`src/rtl/rms_pkg.sv`:
```
// rms_pkg: shared states, error codes and sample width for the RMS frame buffer.
package rms_pkg;

    localparam int SAMPLE_W = 8;

    typedef enum logic [2:0] {
        ST_RESET,
        ST_FILL,
        ST_WAIT,
        ST_CLEAR,
        ST_STREAM,
        ST_DRAIN
    } state_t;

    localparam logic [1:0] ERR_NONE    = 2'b00;
    localparam logic [1:0] ERR_LEN     = 2'b01;
    localparam logic [1:0] ERR_TIMEOUT = 2'b10;

endpackage

```
`src/rtl/rms_frame_buffer_if.sv`:
```
// rms_frame_buffer_if: producer stream plus RMS-engine side of the frame buffer.
interface rms_frame_buffer_if;
    import rms_pkg::*;

    logic [SAMPLE_W-1:0] s_data;
    logic                s_valid;
    logic                s_last;
    logic                s_ready;
    logic [SAMPLE_W-1:0] out_data;
    logic                out_valid;
    logic                storage_reset;
    logic                rms_rdy;
    logic                rms_done;
    logic [1:0]          err_data;
    logic                err_valid;

    modport master (
        output s_data, s_valid, s_last, rms_rdy, rms_done,
        input  s_ready, out_data, out_valid, storage_reset, err_data, err_valid
    );

    modport slave (
        input  s_data, s_valid, s_last, rms_rdy, rms_done,
        output s_ready, out_data, out_valid, storage_reset, err_data, err_valid
    );

endinterface

```
`src/rtl/rms_frame_mem.sv`:
```
// rms_frame_mem: DEPTH x SAMPLE_W register array, sync write, async read.
module rms_frame_mem
    import rms_pkg::*;
#(
    parameter int DEPTH = 16,
    localparam int AW = $clog2(DEPTH)
) (
    input  logic                clk,
    input  logic                we,
    input  logic [AW-1:0]       waddr,
    input  logic [SAMPLE_W-1:0] wdata,
    input  logic [AW-1:0]       raddr,
    output logic [SAMPLE_W-1:0] rdata
);

    logic [SAMPLE_W-1:0] mem_q [DEPTH];

    always_ff @(posedge clk) begin
        if (we) mem_q[waddr] <= wdata;
    end

    assign rdata = mem_q[raddr];

endmodule

```
`src/rtl/rms_frame_buffer.sv`:
```
// rms_frame_buffer: collects one frame, replays it as a gap-free burst to the RMS engine.
// Define RMS_FRAME_TIMEOUT_EN to add the DRAIN watchdog (err_data 10 after TIMEOUT cycles).
module rms_frame_buffer
    import rms_pkg::*;
#(
    parameter int DEPTH   = 16,
    parameter int TIMEOUT = 1024
) (
    input  logic               clk,
    input  logic               rst,
    rms_frame_buffer_if.slave  bus
);

    localparam int CW = $clog2(DEPTH + 1);
    localparam int AW = $clog2(DEPTH);

    state_t              state_q, state_d;
    logic [CW-1:0]       wr_q, wr_d, rd_q, rd_d, len_q, len_d;
    logic [1:0]          err_q, err_d;
    logic [SAMPLE_W-1:0] rdata;
    logic                expired;

    rms_frame_mem #(.DEPTH(DEPTH)) u_mem (
        .clk   (clk),
        .we    (state_q == ST_FILL && bus.s_valid),
        .waddr (wr_q[AW-1:0]),
        .wdata (bus.s_data),
        .raddr (rd_q[AW-1:0]),
        .rdata (rdata)
    );

`ifdef RMS_FRAME_TIMEOUT_EN
    localparam int TW = $clog2(TIMEOUT + 1);
    logic [TW-1:0] tmo_q, tmo_d;
    assign expired = tmo_q == '0;
    // Held at TIMEOUT outside DRAIN, so it is already loaded on entry.
    always_comb tmo_d = (state_q != ST_DRAIN) ? TW'(TIMEOUT) : (expired ? tmo_q : tmo_q - 1'b1);
    always_ff @(posedge clk or negedge rst) begin
        if (!rst) tmo_q <= '0;
        else      tmo_q <= tmo_d;
    end
`else
    assign expired = 1'b0;
`endif

    always_comb begin
        state_d = state_q;
        wr_d    = wr_q;
        rd_d    = rd_q;
        len_d   = len_q;
        err_d   = ERR_NONE;
        case (state_q)
            ST_RESET: state_d = ST_FILL;
            ST_FILL: begin
                if (bus.s_valid) begin
                    wr_d = wr_q + 1'b1;
                    if (bus.s_last || wr_d == CW'(DEPTH)) begin
                        len_d   = wr_d;
                        state_d = ST_WAIT;
                        err_d   = bus.s_last ? ERR_NONE : ERR_LEN;
                    end
                end
            end
            ST_WAIT:  state_d = bus.rms_rdy ? ST_CLEAR : ST_WAIT;
            ST_CLEAR: state_d = ST_STREAM;
            ST_STREAM: begin
                rd_d    = rd_q + 1'b1;
                state_d = (rd_q == len_q - 1'b1) ? ST_DRAIN : ST_STREAM;
            end
            ST_DRAIN: begin
                if (bus.rms_done || expired) begin
                    state_d = ST_FILL;
                    wr_d    = '0;
                    rd_d    = '0;
                    err_d   = bus.rms_done ? ERR_NONE : ERR_TIMEOUT;
                end
            end
            default: state_d = ST_RESET;
        endcase
    end

    always_ff @(posedge clk or negedge rst) begin
        if (!rst) begin
            state_q <= ST_RESET;
            wr_q    <= '0;
            rd_q    <= '0;
            len_q   <= '0;
            err_q   <= ERR_NONE;
        end else begin
            state_q <= state_d;
            wr_q    <= wr_d;
            rd_q    <= rd_d;
            len_q   <= len_d;
            err_q   <= err_d;
        end
    end

    assign bus.s_ready       = state_q == ST_FILL;
    assign bus.storage_reset = state_q == ST_CLEAR;
    assign bus.out_valid     = state_q == ST_STREAM;
    assign bus.out_data      = (state_q == ST_STREAM) ? rdata : '0;
    assign bus.err_data      = err_q;
    assign bus.err_valid     = err_q != ERR_NONE;

endmodule

```
`src/flat_wrapper.sv`:
```
// flat-port wrapper written by rule: the top's interface ports become plain ports
module rms_frame_buffer_flat import rms_pkg::*;
#(
    parameter int DEPTH   = 16,
    parameter int TIMEOUT = 1024
)
  (clk, rst, bus_s_data, bus_s_valid, bus_s_last, bus_rms_rdy, bus_rms_done, bus_s_ready, bus_out_data, bus_out_valid, bus_storage_reset, bus_err_data, bus_err_valid);
  rms_frame_buffer_if bus_i ();
  input  logic clk;
  input  logic rst;
  input wire logic [$bits(bus_i.s_data)-1:0] bus_s_data;
  input wire logic [$bits(bus_i.s_valid)-1:0] bus_s_valid;
  input wire logic [$bits(bus_i.s_last)-1:0] bus_s_last;
  input wire logic [$bits(bus_i.rms_rdy)-1:0] bus_rms_rdy;
  input wire logic [$bits(bus_i.rms_done)-1:0] bus_rms_done;
  output wire logic [$bits(bus_i.s_ready)-1:0] bus_s_ready;
  output wire logic [$bits(bus_i.out_data)-1:0] bus_out_data;
  output wire logic [$bits(bus_i.out_valid)-1:0] bus_out_valid;
  output wire logic [$bits(bus_i.storage_reset)-1:0] bus_storage_reset;
  output wire logic [$bits(bus_i.err_data)-1:0] bus_err_data;
  output wire logic [$bits(bus_i.err_valid)-1:0] bus_err_valid;
  assign bus_i.s_data = bus_s_data;
  assign bus_i.s_valid = bus_s_valid;
  assign bus_i.s_last = bus_s_last;
  assign bus_i.rms_rdy = bus_rms_rdy;
  assign bus_i.rms_done = bus_rms_done;
  assign bus_s_ready = bus_i.s_ready;
  assign bus_out_data = bus_i.out_data;
  assign bus_out_valid = bus_i.out_valid;
  assign bus_storage_reset = bus_i.storage_reset;
  assign bus_err_data = bus_i.err_data;
  assign bus_err_valid = bus_i.err_valid;
  rms_frame_buffer #(.DEPTH(DEPTH), .TIMEOUT(TIMEOUT)) u_core (.clk(clk), .rst(rst), .bus(bus_i));
endmodule
```
`config.mk`:
```
export PLATFORM = sky130hd
export DESIGN_NAME = rms_frame_buffer_flat
export DESIGN_NICKNAME = d
export VERILOG_FILES = /design/src/rtl/rms_pkg.sv /design/src/rtl/rms_frame_buffer_if.sv /design/src/rtl/rms_frame_mem.sv /design/src/rtl/rms_frame_buffer.sv /design/src/flat_wrapper.sv
export SDC_FILE = /design/constraint.sdc
export NUM_CORES = 1
export LEC_CHECK = 0
export ABC_AREA = 1
export CAP_MARGIN = 20
export CORE_MARGIN = 2
export CORE_UTILIZATION = 65
export DETAILED_ROUTE_END_ITERATION = 12
export PLACE_DENSITY = 0.85
export SETUP_SLACK_MARGIN = 0.15
export SLEW_MARGIN = 20
export SYNTH_ARGS = -nofsm -noshare
export SYNTH_HDL_FRONTEND = slang
export SYNTH_SLANG_ARGS = --single-unit
```
`constraint.sdc`:
```
create_clock -name clk -period 5.9 [get_ports clk]
set_input_delay 0.59 -clock clk [delete_from_list [all_inputs] [get_ports clk]]
set_output_delay 0.59 -clock clk [all_outputs]
set_load 0.05 [all_outputs]
```
==> results of run 1 <==
## cells by family (layout without fill, tap and decap cells)
group,Yosys count,after routing
XOR/XNOR,2,2
flip-flops,147,147
buffers and inverters,69,105
AO/OA/AOI/OAI,121,121
adder cells (fa/ha/maj),7,7
AND/OR/NAND/NOR,216,216
other,1,1
## state kept, by name, summed over array words and instances, names as in the netlist
register,count
u_core.wr_q,5
u_core.len_q,5
u_core.bus.err_data,1
u_core.u_mem.mem_q,128
u_core.rd_q,5
u_core.state_q,3
## Yosys cell counts (5+ instances only)
cell and n:
nand3_1 18, o21ai_0 49, o21ai_1 24, dfrtp_1 19, o22ai_1 20, ha_1 7
inv_1 31, nor2_1 108, buf_4 7, buf_2 13, inv_2 7, nand2_1 68
o211ai_1 16, edfxtp_1 128, nor3_1 5, a21oi_1 10
## routing by layer
metal	global-route usage [%]	vias up
met5	0	-
met4	15.9	0
li1	-	2018
met1	37.9	2163
met2	50.8	305
met3	6.92	60
## metrics by stage
step                hold slack [ns]  util [%]
floorplan                     0.294         -
global placement              0.489      69.4
detailed placement            0.496      69.4
CTS                           0.511      75.5
global route                  0.545      75.5
finish                        0.516      75.5
## cell usage in the layout, fill, tap and decap left out, types with 5 or more instances in the layout
cell,n
edfxtp_1,128
nor2_1,108
nand2_1,68
o21ai_0,49
inv_1,31
clkdlybuf4s50_1,26
o21ai_1,24
o22ai_1,20
nand3_1,18
dfrtp_1,18
o211ai_1,16
clkbuf_16,16
a21oi_1,10
inv_2,7
ha_1,7
nor3_1,5
buf_4,5
## where the power goes
part / internal (uW) / total, uW / switching [uW]
sequential: 1210 / 1310 / 98.4
clock: 682 / 1080 / 395
combinational: 310 / 1030 / 722
## worst min-delay path: cells and delay by family, from the launching register on
kind	cells	cell delay, ns
DFF	1	0.35
AOI/OAI and AO/OA	1	0.07
and+or+nand+nor	1	0.06
## final cells by class
class,count,area (um2),area share (%)
repair buffers,31,298,4.09
clock inverters,11,160,2.20
flip-flops and latches,147,4320,59.4
multi-input cells,347,1740,23.9
inverters,42,160,2.20
well taps,133,166,2.29
clock buffers,21,429,5.90
## how the worst min path moves through the flow
stage / to / slack [ns]
after floorplan: u_core.bus.err_data[0] / 0.29
after global placement: u_core.len_q[1] / 0.49
after detailed placement: u_core.len_q[1] / 0.50
after CTS: u_core.len_q[1] / 0.51
after global routing: u_core.len_q[1] / 0.55
final: u_core.len_q[1] / 0.52
==> impl_metrics.env, run 1 <==
export IMPL_cp_top_family="buffers and inverters"
export IMPL_power_density_mw_per_mm2=470
export IMPL_setup_tns_ns=0
export IMPL_ant_nets=0
export IMPL_clk_latency_ns=0.52
export IMPL_drc=0
export IMPL_tightest_slew_ns=0.974
export IMPL_route_met2_wl_um=7780
export IMPL_num_rows=36
export IMPL_track_usage_pct=30.6
export IMPL_clock_fmax_ghz=0.245
export IMPL_yosys_most_used_dff="edfxtp_1"
export IMPL_cts_path_max_buffers=2
export IMPL_clock_sinks=147
export IMPL_drt_wl_total_um=15400
export IMPL_dp_hpwl_um=8920
export IMPL_syn_inst=563
export IMPL_synth_top_family_by_area="simple AND/OR/NAND/NOR gates"
export IMPL_drt_pass1_iterations=5
export IMPL_setup_viol=0
export IMPL_final_hold_viol_count=0
export IMPL_grt_max_degree=71
export IMPL_grt_pass1_vias=4459
export IMPL_cts_root_buf="clkbuf_8"
export IMPL_reg2reg_from="u_core.state_q[2]"
export IMPL_maxUsedRoutingLayer="met4"
export IMPL_crit_arrival_ns=3.50
export IMPL_hp_class="reg -> reg"
export IMPL_finalPower_uw=3420
export IMPL_floorplan_initialDensity_pct=66.3
export IMPL_crit_top_cell="nand2_1"
export IMPL_rrSetupSlack_ns=3.46
export IMPL_hold_depth=2
export IMPL_hold_buffers=0
export IMPL_reg2reg_to="u_core.u_mem.mem_q[5][0]"
export IMPL_rsz0062_at_grt="no"
export IMPL_relSlewSlack_pct=34.9
export IMPL_antenna_found_initial=0
export IMPL_worstHoldStart="u_core.len_q[1]"
export IMPL_synth_fp_nets=584
export IMPL_post_place_ws_ns=2.54
export IMPL_fin_crit_sh_pct=69.3
export IMPL_synth_adder_area_share_pct=1.37
export IMPL_crit_type="reg -> out"
export IMPL_instances_no_fill=732
export IMPL_worst_path_stages=8
export IMPL_yosys_register_bits=147
export IMPL_status="completed"
export IMPL_grt_pass1_wl_um=23400
export IMPL_wl_per_cell_um=21.1
export IMPL_period_needed_ns=4.09
export IMPL_required_ns=5.31
export IMPL_path_max_fanout=29
export IMPL_path_buf_inv=3
export IMPL_crit_path_max_incr_delay_ns=0.94
export IMPL_diodes=0
export IMPL_synthArstFlopShare_pct=12.9
export IMPL_yosys_area_top_type="edfxtp_1"
export IMPL_syn_avg_cell_area_um2=11.4
export IMPL_met1_length_um=5520
export IMPL_synthToLayoutAreaGrowth_pct=13.8
export IMPL_startpoint_type="register"
export IMPL_synthXorXnorAreaFrac_pct=0.391
export IMPL_drive_gt1_share_pct=9.68
export IMPL_io_buffers=26
export IMPL_fp_dieW_um=103
export IMPL_cts_resized=0
export IMPL_slowest_stage="dfrtp_1"
export IMPL_cts_tree="yes"
export IMPL_crit_end="bus_out_data[3]"
export IMPL_nets=607
export IMPL_dpl_cell_area_mm2=0.00669
export IMPL_worst_slack_ns=1.81
export IMPL_cts_buffers=17
export IMPL_maxCapViolations=0
export IMPL_crit_path_start="u_core.rd_q[1]"
export IMPL_cts_htree_levels=4
export IMPL_core_mm2=0.00964
export IMPL_synth_area_mux_share_pct=0
export IMPL_worst_clock_skew_ns=0.00849
export IMPL_detail_route_vias_per_cell=6.21
export IMPL_synth_top_area_share_pct=60.1
export IMPL_rr_worst_depth=5
export IMPL_dp_cells=700
export IMPL_io_pins=28
export IMPL_wl_met3_um=1430
export IMPL_cp_end_kind="primary output"
export IMPL_gp_congestion=0.866
export IMPL_vias=4546
export IMPL_synthTopCellsByArea="edfxtp_1 (60%), dfrtp_1 (7.4%), nor2_1 (6.3%)"
export IMPL_slew_viol_final=0
export IMPL_grt_overflow_total=0
export IMPL_synth_seq_area_share_pct=67.5
export IMPL_peakVddDrop_mv=0.339
export IMPL_synth_warning_count=0
export IMPL_post_cts_setup_buffers=0
export IMPL_path_cells="buf_4 -> o21ai_0 -> o22ai_1 -> nand2_1 -> nand2_1 -> inv_1 -> a21oi_1 -> clkdlybuf4s50_1"
export IMPL_ys_types=36
export IMPL_die_h_um=103
export IMPL_design_area_mm2=0.00728
export IMPL_fillers=625
export IMPL_synth_edff_count=128
export IMPL_clk_pin_slew_ns=0.06
export IMPL_drtIter0Drc=417
export IMPL_netlist_area_mm2=0.00639
export IMPL_synth_compound_area_share_pct=10.6
export IMPL_power_leakage_uw=0.00260
export IMPL_synthSimpleGateAreaFrac_pct=14.8
export IMPL_die_area_mm2=0.0106
Note: power is estimated with default switching activity, not from simulation.
==> inputs of run 2 (changes only) <==
--- a/config.mk
+++ b/config.mk
@@ -8,9 +8,9 @@
 export ABC_AREA = 1
 export CAP_MARGIN = 20
 export CORE_MARGIN = 2
-export CORE_UTILIZATION = 65
+export CORE_UTILIZATION = 54
 export DETAILED_ROUTE_END_ITERATION = 12
-export PLACE_DENSITY = 0.85
+export PLACE_DENSITY = 0.75
 export SETUP_SLACK_MARGIN = 0.15
 export SLEW_MARGIN = 20
 export SYNTH_ARGS = -nofsm -noshare
==> constraint.sdc (replaced) <==
create_clock -name clk -period 3.6 [get_ports clk]
set_input_delay 0.36 -clock clk [delete_from_list [all_inputs] [get_ports clk]]
set_output_delay 0.36 -clock clk [all_outputs]
set_load 0.05 [all_outputs]
==> impl_metrics.env, run 2 (synthesis gave the netlist of run 1 again) <==
export IMPL_dp_hpwl_um=8430
export IMPL_drive_gt1_share_pct=11.5
export IMPL_status="completed"
export IMPL_top_register="u_core.u_mem.mem_q"
export IMPL_rsz0062_at_grt="no"
export IMPL_clock_fmax_ghz=0.337
export IMPL_cts_tree="yes"
export IMPL_clk_latency_ns=0.43
export IMPL_final_common_cell="edfxtp_1"
export IMPL_ant_nets=0
export IMPL_grt_max_degree=71
export IMPL_vias=4240
export IMPL_nets=607
export IMPL_whs_ns=0.439
export IMPL_path_max_fanout=36
export IMPL_drt_wl_total_um=13800
export IMPL_cts_htree_levels=4
export IMPL_period_needed_ns=2.96
export IMPL_setup_tns_ns=0
export IMPL_drt_pass1_iterations=5
export IMPL_fillers=858
export IMPL_floorplan_initialDensity_pct=55.8
export IMPL_peakVddDrop_mv=0.450
export IMPL_maxCapViolations=0
export IMPL_cts_resized=0
export IMPL_synthToLayoutAreaGrowth_pct=13.4
export IMPL_hold_buffers=0
export IMPL_multi_input_area_mm2=0.00174
export IMPL_drc=0
export IMPL_regArea_mm2=0.00432
export IMPL_drtIter0Drc=460
export IMPL_io_pins=28
export IMPL_cp_end_kind="primary output"
export IMPL_die_h_um=113
export IMPL_mostFrequentLayoutCells="edfxtp_1 (128), nor2_1 (108), nand2_1 (68)"
export IMPL_clock_sinks=147
export IMPL_clk_pin_slew_ns=0.06
export IMPL_core_mm2=0.0115
export IMPL_grt_pass1_vias=4118
export IMPL_required_ns=3.24
export IMPL_num_rows=39
export IMPL_diodes=0
export IMPL_hp_class="in -> async"
export IMPL_cts_path_max_buffers=2
export IMPL_tightest_slew_ns=0.936
export IMPL_cts_buffers=17
export IMPL_io_buffers=26
export IMPL_crit_type="reg -> out"
export IMPL_fp_dieW_um=113
export IMPL_antenna_found_initial=0
export IMPL_cts_root_buf="clkbuf_16"
export IMPL_die_area_mm2=0.0127
export IMPL_setup_viol=0
export IMPL_power_density_mw_per_mm2=753
export IMPL_power_leakage_uw=0.00261
export IMPL_post_cts_setup_buffers=0
export IMPL_grt_overflow_total=0
export IMPL_worst_clock_skew_ns=0.0130
export IMPL_relSlewSlack_pct=37.4
export IMPL_gp_congestion=0.834
export IMPL_startpoint_type="register"
export IMPL_fin_crit_sh_pct=82.3
export IMPL_largest_reg_flops=128
export IMPL_track_usage_pct=22.6
export IMPL_slew_viol_final=0
export IMPL_wl_per_cell_um=18.5
export IMPL_detail_route_vias_per_cell=5.71
export IMPL_crit_arrival_ns=2.60
export IMPL_final_hold_viol_count=0
export IMPL_grt_pass1_wl_um=21500
==> run 2: cell types whose count changed in the layout (fill, tap and decap cells not counted), sizes merged <==
cell and change:
buf +8, clkdlybuf4s50 -8, bufinv -2, clkinv +2
==> run 2: per-stage QoR <==
step / total power (uW) / worst slack (ns) / cell area, um2 / util [%] / cells
after floorplan: 3420 / 1.28 / 6390 / - / 563
after global placement: 3720 / 1.12 / 6680 / 58.2 / 710
after detailed placement: 3770 / 1.09 / 6680 / 58.2 / 710
after CTS: 5460 / 0.631 / 7250 / 63.2 / 742
after global routing: 5740 / 0.439 / 7250 / 63.2 / 742
final: 5460 / 0.636 / 7250 / 63.2 / 742
==> run 2: critical path, cell delays in order (launching register included) <==
cell and delay [ns]:
dfrtp_1 0.77, buf_4 0.46, o21ai_0 0.17, o211ai_1 0.24, nand3_1 0.09, a21oi_1 0.21
buf_4 0.23
==> run 2: final cells by class <==
class	count	share of cell area (%)
clock buffer	21	6.35
clock inverter	11	1.54
inverter	42	2.21
multi-input combinational	347	24.0
sequential	147	59.6
tap	143	2.47
timing repair buffer	31	3.83
==> run 2: report_power, final <==
group	switching (uW)	leakage (uW)	internal, uW
logic	1120	0.000938	501
registers	149	0.00140	1990
clock network	650	0.000276	1050
total	1920	0.00261	3530
==> run 2: worst paths after layout <==
kind                                   start                       end  slack [ns]  depth (start not counted)
setup / recovery              u_core.rd_q[1]           bus_out_data[5]        0.64                          6
hold / removal                           rst           u_core.len_q[0]        0.44                          1
setup reg to reg           u_core.state_q[2]  u_core.u_mem.mem_q[9][4]        1.20                          5
hold reg to reg              u_core.len_q[1]           u_core.len_q[1]        0.52                          2
max in group asynchronous                rst            u_core.rd_q[0]        2.55                          1
min in group clk                  bus_s_last    u_core.bus.err_data[0]        0.52                          2
==> run 2: layer usage <==
metal	GRT usage (%)	part of all wire [%]	vias to the layer above
li1	-	-	2013
met1	30.0	42	2038
met2	36.6	49	167
met3	5.20	6.9	22
met4	8.94	1.9	0
met5	0	0	-
==> inputs of run 3 (changes only) <==
==> constraint.sdc (replaced) <==
create_clock -name clk -period 2.6 [get_ports clk]
set_input_delay 0.26 -clock clk [delete_from_list [all_inputs] [get_ports clk]]
set_output_delay 0.26 -clock clk [all_outputs]
set_load 0.05 [all_outputs]
==> impl_metrics.env, run 3 (synthesis gave the netlist of run 1 again) <==
export IMPL_status="completed"
export IMPL_period_needed_ns=2.36
export IMPL_clk_pin_slew_ns=0.06
export IMPL_rrSetupSlack_ns=0.61
export IMPL_cts_root_buf="clkbuf_16"
export IMPL_cts_tree="yes"
export IMPL_vias=4471
export IMPL_num_rows=39
export IMPL_reg2reg_to="u_core.u_mem.mem_q[15][5]"
export IMPL_relSlewSlack_pct=39.5
export IMPL_nets=628
export IMPL_tightest_slew_ns=0.904
export IMPL_wl_per_cell_um=19.7
export IMPL_drtIter0Drc=536
export IMPL_fp_dieW_um=113
export IMPL_grt_pass1_vias=4437
export IMPL_final_hold_viol_count=0
export IMPL_cts_buffers=17
export IMPL_rr_worst_depth=3
export IMPL_setup_tns_ns=0
export IMPL_slew_viol_final=0
export IMPL_power_leakage_uw=0.00279
export IMPL_die_area_mm2=0.0127
export IMPL_setup_viol=0
export IMPL_gp_congestion=0.857
export IMPL_hp_class="in -> async"
export IMPL_cp_end_kind="primary output"
export IMPL_io_buffers=26
export IMPL_largest_reg_flops=128
export IMPL_drc=0
export IMPL_maxCapViolations=0
export IMPL_dp_hpwl_um=8910
export IMPL_drive_gt1_share_pct=15.3
export IMPL_die_h_um=113
export IMPL_antenna_found_initial=0
export IMPL_cts_path_max_buffers=2
export IMPL_fillers=814
export IMPL_floorplan_initialDensity_pct=55.8
export IMPL_clock_sinks=147
export IMPL_dp_cells=726
export IMPL_mostFrequentLayoutCells="edfxtp_1 (128), nor2_1 (108), nand2_1 (68)"
export IMPL_multi_input_area_mm2=0.00174
export IMPL_regArea_mm2=0.00432
export IMPL_clk_latency_ns=0.42
export IMPL_grt_max_degree=71
export IMPL_core_mm2=0.0115
export IMPL_hold_buffers=0
export IMPL_top_register="u_core.u_mem.mem_q"
export IMPL_crit_arrival_ns=2.10
export IMPL_synthToLayoutAreaGrowth_pct=18.3
export IMPL_required_ns=2.34
export IMPL_crit_type="reg -> out"
export IMPL_fin_crit_sh_pct=90.9
export IMPL_rsz0062_at_grt="yes"
export IMPL_grt_pass1_wl_um=23200
export IMPL_track_usage_pct=24.4
export IMPL_power_density_mw_per_mm2=1070
export IMPL_drt_wl_total_um=15000
export IMPL_cts_htree_levels=4
export IMPL_grt_overflow_total=0
export IMPL_peakVddDrop_mv=0.708
export IMPL_worst_clock_skew_ns=0.00786
export IMPL_diodes=0
export IMPL_reg2reg_from="u_core.state_q[2]"
export IMPL_instances_no_fill=763
export IMPL_ant_nets=0
export IMPL_path_max_fanout=11
export IMPL_startpoint_type="register"
export IMPL_clock_fmax_ghz=0.423
export IMPL_detail_route_vias_per_cell=5.86
export IMPL_io_pins=28
export IMPL_drt_pass1_iterations=5
export IMPL_final_common_cell="edfxtp_1"
## run 3: cell count changes in the layout (fill, tap and decap cells not counted), moves of 2 or more
cell       previous run  this run
clkbuf_8              2         0
clkbuf_1              2         0
bufinv_16             2         4
buf_6                 0         3
buf_12                0         2
clkinv_4              0         6
clkbuf_16            17        19
buf_4                13        27
clkinv_2              7         2
clkinv_1              3         1
## run 3: metrics by stage
step,instance area (um2),worst slack (ns),hold WS [ns],power [uW],utilization [%]
2_1_floorplan,6390,0.276,-0.0356,4740,-
3_3_place_gp,6820,0.570,0.486,5260,59.5
3_5_place_dp,6820,0.543,0.492,5330,59.5
4_1_cts,7460,0.151,0.368,7910,65.1
5_1_grt,7560,0.139,0.445,8540,66.0
6_report,7560,0.237,0.345,8100,66.0
## run 3: worst max-delay path: stages (launching register included)
cell     delay [ns]
dfrtp_1        0.41
inv_2          0.15
nor2_2         0.40
nand2_1        0.17
nand2_1        0.14
inv_1          0.05
a21oi_1        0.13
buf_4          0.22
## run 3: final cells by class
| cell class | instances | share of cell area (%) |
|---|---|---|
| flip-flops and latches | 147 | 57.1 |
| multi-input cells | 347 | 23.0 |
| repair buffers | 52 | 6.73 |
| clock buffers | 17 | 5.62 |
| clock inverters | 15 | 2.76 |
| well taps | 143 | 2.37 |
| inverters | 42 | 2.35 |
## run 3: layer usage
layer	vias to the layer above	routed length, um	track usage [%]
met5	-	0	0
met4	0	439	11.3
met3	39	1300	7.55
met2	229	7260	37.9
met1	2144	6030	31.6
li1	2059	-	-
## run 3: power breakdown
group | total, uW | internal (uW) | switching [uW]
combinational | 2580 | 877 | 1700
clock | 2570 | 1610 | 960
sequential | 2950 | 2750 | 196
## run 3: worst max-delay path by stage
stage                      startpoint                   endpoint  slack [ns]
floorplan           u_core.state_q[2]  u_core.u_mem.mem_q[11][0]        0.28
global placement       u_core.rd_q[0]            bus_out_data[4]        0.57
detailed placement     u_core.rd_q[0]            bus_out_data[4]        0.54
CTS                    u_core.rd_q[1]            bus_out_data[4]        0.15
global route           u_core.rd_q[1]            bus_out_data[2]        0.14
finish                 u_core.rd_q[3]            bus_out_data[1]        0.24
## run 3: repair_timing
action,in CTS,in global routing
endpoints found under the setup margin,6,9
buffers inserted,0,2
gates resized for setup,1,9
cloned,0,3
